## src/rtl/tk1_spi_target.sv

```systemverilog
// tk1_spi_target: mode-0 SPI target (8-bit frames, MSB first, SS active low),
// oversampling SCK/SS/MOSI in the clk domain.
// Latency: a synchronised SPI edge acts SYNC_STAGES+1 clk cycles after it occurs.
// Backpressure: none toward the master; an unacked rx byte sets overrun, an empty tx buffer sends IDLE_BYTE and sets underrun.
//
// Ports:
//   clk, reset_n            system clock, synchronous active-low reset
//   spi_ss/sck/mosi         SPI inputs from the master (asynchronous to clk)
//   spi_miso, spi_miso_oe   target-out data and its output enable
//   rx_data/rx_valid/rx_ack received byte, valid flag, consume pulse
//   tx_data/tx_data_we      transmit byte and its write strobe; tx_full = buffer occupied
//   overrun/underrun        sticky error flags, cleared by err_clear
//   active                  FSM is not idle
module tk1_spi_target #(
  parameter int         SYNC_STAGES = 2,
  parameter logic [7:0] IDLE_BYTE   = 8'hff
) (
  input  logic       clk,
  input  logic       reset_n,
  input  logic       spi_ss,
  input  logic       spi_sck,
  input  logic       spi_mosi,
  output logic       spi_miso,
  output logic       spi_miso_oe,
  output logic [7:0] rx_data,
  output logic       rx_valid,
  input  logic       rx_ack,
  input  logic [7:0] tx_data,
  input  logic       tx_data_we,
  output logic       tx_full,
  output logic       overrun,
  output logic       underrun,
  input  logic       err_clear,
  output logic       active
);

  typedef enum logic [1:0] {S_IDLE, S_LOAD, S_SHIFT} state_t;

  state_t state, state_nxt;

  logic [SYNC_STAGES-1:0] ss_sync, sck_sync, mosi_sync;
  logic                   ss_hist, sck_hist;
  logic                   ss_s, sck_s, mosi_s;
  logic                   ss_fall, sck_rise, sck_fall;

  logic [2:0] bitcnt;
  logic [6:0] shift_rx;
  logic [7:0] shift_tx;
  logic [7:0] tx_buf;
  logic [7:0] rx_byte;
  logic       do_shift, load, byte_done, rx_accept, set_ovr, set_udr;

  // Synchronisers plus one history flop for edge detection.
  always_ff @(posedge clk) begin
    if (!reset_n) begin
      ss_sync   <= '1;
      sck_sync  <= '0;
      mosi_sync <= '0;
      ss_hist   <= 1'b1;
      sck_hist  <= 1'b0;
    end else begin
      ss_sync   <= {ss_sync[SYNC_STAGES-2:0], spi_ss};
      sck_sync  <= {sck_sync[SYNC_STAGES-2:0], spi_sck};
      mosi_sync <= {mosi_sync[SYNC_STAGES-2:0], spi_mosi};
      ss_hist   <= ss_sync[SYNC_STAGES-1];
      sck_hist  <= sck_sync[SYNC_STAGES-1];
    end
  end

  assign ss_s     = ss_sync[SYNC_STAGES-1];
  assign sck_s    = sck_sync[SYNC_STAGES-1];
  assign mosi_s   = mosi_sync[SYNC_STAGES-1];
  assign ss_fall  = ss_hist & ~ss_s;
  assign sck_rise = ~sck_hist & sck_s;
  assign sck_fall = sck_hist & ~sck_s;

  // FSM state register
  always_ff @(posedge clk) begin
    if (!reset_n) state <= S_IDLE;
    else          state <= state_nxt;
  end

  // FSM next state: deselect returns to IDLE from any state
  always_comb begin
    state_nxt = state;
    case (state)
      S_IDLE:  if (ss_fall) state_nxt = S_LOAD;
      S_LOAD:  state_nxt = ss_s ? S_IDLE : S_SHIFT;
      S_SHIFT: if (ss_s) state_nxt = S_IDLE;
      default: state_nxt = S_IDLE;
    endcase
  end

  // FSM outputs
  always_comb begin
    spi_miso    = 1'b1;
    spi_miso_oe = 1'b0;
    active      = (state != S_IDLE);
    if (state == S_SHIFT) begin
      spi_miso    = shift_tx[7];
      spi_miso_oe = 1'b1;
    end
  end

  // Shifting is suppressed once the synchronised select has gone high, so the
  // edge that ends a frame never touches the datapath.
  assign do_shift  = (state == S_SHIFT) && !ss_s;
  // A falling SCK with bitcnt==0 in SHIFT follows a completed byte: reload.
  assign load      = ((state == S_LOAD) && !ss_s) || (do_shift && sck_fall && (bitcnt == 3'd0));
  assign rx_byte   = {shift_rx, mosi_s};
  assign byte_done = do_shift && sck_rise && (bitcnt == 3'd7);
  assign rx_accept = byte_done && (!rx_valid || rx_ack);
  assign set_ovr   = byte_done && rx_valid && !rx_ack;
  assign set_udr   = load && !tx_full;

  always_ff @(posedge clk) begin
    if (!reset_n) begin
      bitcnt   <= 3'd0;
      shift_rx <= 7'd0;
      shift_tx <= 8'd0;
      tx_buf   <= 8'd0;
      tx_full  <= 1'b0;
      rx_data  <= 8'h00;
      rx_valid <= 1'b0;
      overrun  <= 1'b0;
      underrun <= 1'b0;
    end else begin
      if (!do_shift) begin
        bitcnt <= 3'd0;
      end else if (sck_rise) begin
        bitcnt   <= bitcnt + 3'd1;
        shift_rx <= rx_byte[6:0];
      end

      if (load)                     shift_tx <= tx_full ? tx_buf : IDLE_BYTE;
      else if (do_shift && sck_fall) shift_tx <= {shift_tx[6:0], 1'b0};

      // A write in the load cycle: the load used the old buffer, the new byte stays.
      if (tx_data_we) begin
        tx_buf  <= tx_data;
        tx_full <= 1'b1;
      end else if (load && tx_full) begin
        tx_full <= 1'b0;
      end

      if (rx_accept) begin
        rx_data  <= rx_byte;
        rx_valid <= 1'b1;
      end else if (rx_ack) begin
        rx_valid <= 1'b0;
      end

      overrun  <= set_ovr | (overrun & ~err_clear);
      underrun <= set_udr | (underrun & ~err_clear);
    end
  end

endmodule

```

## config.mk

```make
export PLATFORM = sky130hd
export DESIGN_NAME = tk1_spi_target
export DESIGN_NICKNAME = d
export VERILOG_FILES = /design/src/rtl/tk1_spi_target.sv
export SDC_FILE = /design/constraint.sdc
export NUM_CORES = 1
export LEC_CHECK = 0
export ABC_CLOCK_PERIOD_IN_PS = 1750
export CAP_MARGIN = 20
export CORE_AREA = 2 2 65 67
export CTS_BUF_LIST = sky130_fd_sc_hd__clkbuf_8
export DETAILED_ROUTE_END_ITERATION = 12
export DIE_AREA = 0 0 67 69
export HOLD_SLACK_MARGIN = 0.06
export PLACE_DENSITY = 0.84
export SLEW_MARGIN = 5
export SYNTH_ARGS = -nofsm -noshare
export SYNTH_HDL_FRONTEND = slang
export SYNTH_SLANG_ARGS = --single-unit
```

## constraint.sdc

```tcl
create_clock -name clk -period 1.75 [get_ports clk]
set_clock_uncertainty 0.1 [all_clocks]
set_input_delay 0.525 -clock clk [delete_from_list [all_inputs] [get_ports clk]]
set_output_delay 0.525 -clock clk [all_outputs]
set_load 0.005 [all_outputs]
```

Yosys cells after proc, flatten, opt, wreduce, memory -nomap -nowiden:

Cells that the tools add are included.

* add/sub/neg operators: 1
* multipliers: 0
* divide/modulo/power cells: 0
* magnitude comparators: 0
* eq/ne operators: 5
* shift operators: 0
* muxes and demuxes: 13
* bitwise operators: 11
* reduce and logical (&&, ||, !) cells: 26

Operator list (number)
* two-way mux 8 bit: 3
* logical AND 1 bit: 11
* nonzero test 2 bit: 4
* two-way mux 1 bit: 6
* two-way mux 2 bit: 3
* case mux 2 bit (3 select lines): 1
* AND reduction 2 bit: 3
* bitwise AND 1 bit: 5
* zero test 1 bit: 4
* != test 2 bit (second input constant): 2
* NOT 1 bit: 4
* adder 3 x 1 -> 3 bit (second input constant): 1
* equality test 3 bit (second input constant): 1
* zero test 3 bit: 1
* equality test 2 x 1 -> 1 bit (second input constant): 1
* equality test 2 bit (second input constant): 1
* zero test 2 bit: 1
* logical OR 1 bit: 2
* OR 1 bit: 2

* register bits after elaboration: 48
* latch bits: 0
* memory bits (writable): 0
* ROM bits: 0
* input bits: 16
* output and inout port bits: 15
* word-level logic and storage cells: 71
* memories: 0

Logic depth before layout (Yosys ltp):

Gate-level depths: netlist of run 1.

* word-level depth: 8
* gate-level depth with buffers: 7
* gate-level depth less buffers: 6

Least setup slack after synthesis of run 1:

No wires, ideal clock.

* path type: flip-flop to flip-flop
* start point: register bitcnt[0]
* end point: register shift_tx[5]
* library setup time: 0.117 ns
* arrival time: 1.324 ns
* data required time: 1.533 ns
* path slack: 0.209 ns
* cell stages (with the launch flop): 7
* path buffers: 1
* clock period less this slack: 1.541 ns
* cells stage by stage: dfxtp_1 inv_1 ha_1 nor2b_1 buf_2 o32a_1 a22o_1

* word-level cells in the longest chain between the ends: 4
* elaborated cells between the ends (all ways): 5
* classes of those cells: 1 x mux; 4 x reduce/logical

Ends and longest elaborated chain
* start: declaration: line 46 `logic [2:0] bitcnt;`
* start signal: assignment: line 131 `bitcnt <= bitcnt + 3'd1;`
* zero test 3 bit *: line 109 `assign load = ((state == S_LOAD) && !ss_s) || (do_shift && sck_fall && (bitcnt == 3'd0));`
* logical AND 1 bit *: line 109
* logical OR 1 bit *: line 109
* two-way mux 8 bit / nonzero test 2 bit (equally long branches)
* end signal: assignment: line 135 `if (load) shift_tx <= tx_full ? tx_buf : IDLE_BYTE;`
* end signal: assignment: line 136 `else if (do_shift && sck_fall) shift_tx <= {shift_tx[6:0], 1'b0};`
* end: declaration: line 48 `logic [7:0] shift_tx;`

Mark *: on every way between the ends. The rest lies on a longest branch, timed or not.
A chain may end at the register's enable or synchronous reset.

Final worst setup path of run 1:

* start point: register state[0]
* end point: output active

* word-level cells in the longest chain between the ends: 1

Ends and longest elaborated chain
* start: declaration: line 39 `state_t state, state_nxt;`
* start signal: assignment: line 80 `else state <= state_nxt;`
* nonzero test 2 bit: line 98 `active = (state != S_IDLE);`
* end: declaration: line 34 `output logic active`

Every way passes these cells.

==> results of run 1 <==
==> Yosys cell counts, drive strengths merged, types with 5 or more instances <==
cell,n
inv,5
o32a,7
a21boi,9
nor2b,14
nand3,16
a22o,7
nand2b,5
o21ai,10
and2,6
buf,5
nand2,16
clkbuf,5
mux2i,9
nor2,6
dfxtp,48
==> final timing paths <==
kind                   start           to  slack (ns)  cells past startpoint
setup / recovery    state[0]       active        0.08                      2
hold / removal    ss_sync[0]   ss_sync[1]        0.31                      1
setup reg to reg   bitcnt[1]  shift_tx[5]        0.12                      6
hold reg to reg   ss_sync[0]   ss_sync[1]        0.31                      1
==> worst max-delay path: stages (launching register included) <==
cell	delay [ns]
dfxtp_2	0.33
or2_2	0.29
buf_2	0.13
==> report_power, final <==
group	switching [mW]	internal (mW)	total [mW]
registers	0.0126	1.11	1.13
logic	0.0564	0.0921	0.149
clock network	0.345	0.266	0.611
total	0.414	1.47	1.89
==> through the flow <==
| stage | worst slack, ns | power (mW) | setup TNS (ns) |
|---|---|---|---|
| final | 0.0755 | 1.89 | 0 |
| after global routing | 0.0246 | 1.97 | 0 |
| after CTS | -0.0231 | 1.91 | -0.0231 |
| after detailed placement | -0.0607 | 1.30 | -0.272 |
| after global placement | -0.00471 | 1.30 | -0.0203 |
| after floorplan | 0.209 | 1.22 | 0 |
==> registers in the layout (all words and copies together) (netlist names) <==
register,count
bitcnt,3
mosi_sync,2
overrun,1
rx_data,8
rx_valid,1
sck_hist,1
sck_sync,2
shift_rx,7
shift_tx,8
ss_hist,1
ss_sync,2
state,2
tx_buf,8
tx_full,1
underrun,1
==> cell families (layout without fill, tap and decap cells) <==
group / Yosys count / in the layout
xor gates and xnor gates: 1 / 1
buffers and inverters: 15 / 62
DFF: 48 / 48
AOI/OAI and AO/OA: 42 / 42
and+or+nand+nor: 70 / 70
adders and majority gates: 3 / 3
muxes: 9 / 9
==> routing by layer <==
| layer | share of wire, % | vias up | routed length [um] |
|---|---|---|---|
| li1 | - | 746 | - |
| met3 | 4.1 | 5 | 156 |
| met2 | 52 | 28 | 1980 |
| met4 | 1.5 | 0 | 57 |
| met1 | 43 | 680 | 1630 |
| met5 | 0 | - | 0 |
==> area by class of cell <==
| class | instances | share of cell area (%) |
|---|---|---|
| repair buffers | 50 | 19.2 |
| clock inverters | 2 | 0.358 |
| well taps | 50 | 2.56 |
| multi-input cells | 125 | 34.7 |
| inverters | 5 | 0.767 |
| clock buffers | 5 | 2.81 |
| flip-flops and latches | 48 | 39.6 |
==> timing repair <==
| item | in CTS | in global routing |
|---|---|---|
| setup endpoints to repair | 15 | 2 |
| resized for setup | 27 | 2 |
| setup buffers | 2 | 0 |
| pin swaps | 0 | 0 |
==> metrics.log, run 1 <==
[metrics] share of synthesized registers carrying an async set or reset: 0%
[metrics] CTS Root Buffer Type: clkbuf_8
[metrics] remaining max-slew budget at the tightest pin: 74.9%
[metrics] post-route worst hold slack: 0.311 ns
[metrics] width of the chip: 67 um
[metrics] Synth Area in Compound Gates: between 15 and 20%
[metrics] top_reg_cell synth: dfxtp_1
[metrics] path category of the worst min-delay check: reg -> reg
[metrics] layout filler cell count: 362
[metrics] via count of the first global-routing pass: between 1,000 and 1,500
[metrics] global-route wire length before repair: ~6.4 mm
[metrics] synthesis-to-layout area growth: 30.3%
[metrics] post-detailed-route via-to-cell ratio: 5.12
[metrics] Post-Synthesis Cell Area: 1880 um2
[metrics] most frequent cells in the layout: dfxtp_1, nand2_1, nand3_1, buf_4, clkdlybuf4s50_1
[metrics] main combinational cell family by area after synthesis: simple AND/OR/NAND/NOR gates
[metrics] area of the core: 3910 um2
[metrics] Overflow after GRT: 0
[metrics] RePlAce Congestion: 0.780
[metrics] Cell Area, Placed: 2380 um2
[metrics] Achievable Freq: 597 MHz
[metrics] most used routing layer in global routing: met2
[metrics] data required time of the critical path: 1.12 ns
[metrics] dominant cells by area after synthesis: dfxtp_1, mux2i_1, nor2b_1
[metrics] share of the core filled with cells in the final layout: between 60% and 70%
[metrics] final worst-path cycle share: 95.7%
[metrics] run status: complete, no violations
[metrics] count of input and output buffers: 30
[metrics] power per standard cell area: ~770 nW/um2
[metrics] count of antenna diodes in the layout: 0
[metrics] CP Launch Type: register
[metrics] total global-route track usage: a little under a fifth
[metrics] final number of hold-violating endpoints: 0
[metrics] post-CTS clock slew at the launch and capture registers of the worst setup and hold paths: 0.08 ns
[metrics] hold buffer count at cts: 0
[metrics] starting DRC count in detailed routing: 85
[metrics] die area: 4620 um2
[metrics] number of enable flip-flop cells after synthesis: 0
[metrics] most common cell after layout, fill and taps aside: dfxtp_1
[metrics] max-capacitance violation count: 0
[metrics] clock buffer count from CTS: 5
[metrics] worst-path fanout max: 3
[metrics] critical path class: reg -> out
[metrics] met3 global-route usage: 5.87%
[metrics] fraction of synthesized cell area in xor and xnor cells: 0.466%
[metrics] clk buf depth: 2
[metrics] maximum resistive drop on vdd: 0.667 mV
[metrics] H-tree depth reported by CTS: 2
[metrics] signal arrival time at the worst endpoint: around 1.1 ns
[metrics] GR Layer Usage met2: 31.5%
[metrics] pin count of the biggest net entering global routing: 18
[metrics] clock latency reported for the late side of the worst-skew pair: 0.30 ns
[metrics] flip-flop and latch count after synthesis: 48
[metrics] area fraction in and, or, nand and nor cells after synthesis: 21.0%
[metrics] Unique masters post-synth: 33
[metrics] share of final-layout standard cells stronger than drive strength 1: about 18%
[metrics] adder-cell share of the synthesized area: 2.00%
[metrics] non-filler instance count after layout: 285
[metrics] met1 Resource Use GR: 20.7%
[metrics] Post-Syn Area per Cell: 9.99 um2
[metrics] number of warnings issued by yosys: 0
[metrics] Clock Sink Count: 48
[metrics] number of instances in the synthesized netlist: 188
[metrics] Final setup viols: 0
[metrics] floorplan row count: 23
[metrics] area of the multi-input gates: approximately 850 um2
[metrics] Starting Density: 48.0%
[metrics] TritonCTS clock tree: done
[metrics] Top-Level Pins: 31
[metrics] Slew @ Worst Pin: around 0.37 ns
[metrics] antenna viol nets, final: 0
[metrics] Worst setup EP type: output pin
[metrics] vias: 1,459
[metrics] number of nets produced by synthesis: 207
[metrics] leading area contributor after synthesis: dfxtp_1
[metrics] time the worst path needs with I/O delays and setup: 1.67 ns
[metrics] final cell area excluding filler cells: 2450 um2
[metrics] number of antenna violations at the first check in global routing: 0
[metrics] remaining design rule violation count: 0
[metrics] post-detailed-route wirelength per cell: around 13 um
[metrics] detailed placement HPWL: ~2.7 mm
[metrics] Post-Route WL: 3.82 mm
[metrics] # placed instances: about 280
[metrics] Static Leak: 0.990 nW
[metrics] setup repair after global routing missed its margin: no
[metrics] mux share of post-synthesis cell area: between 4 and 5%
[metrics] drt pass-1 iters: 5
[metrics] Yosys top cell area share: between 50% and 60%
[metrics] Die Y: 69 um
[metrics] layout net count: about 250
[metrics] Slew Limit Fails: 0
[metrics] share of the yosys chip area belonging to registers: 51.2%
[metrics] area used by sequential logic in the layout: around 970 um2
Power figures use the tool's default switching activity.
==> inputs of run 2 (changes only) <==
- SKIP_LAST_GASP: unset -> 1
==> results of run 2 <==
Final layout, timing and power as in run 1 (identical DEF).
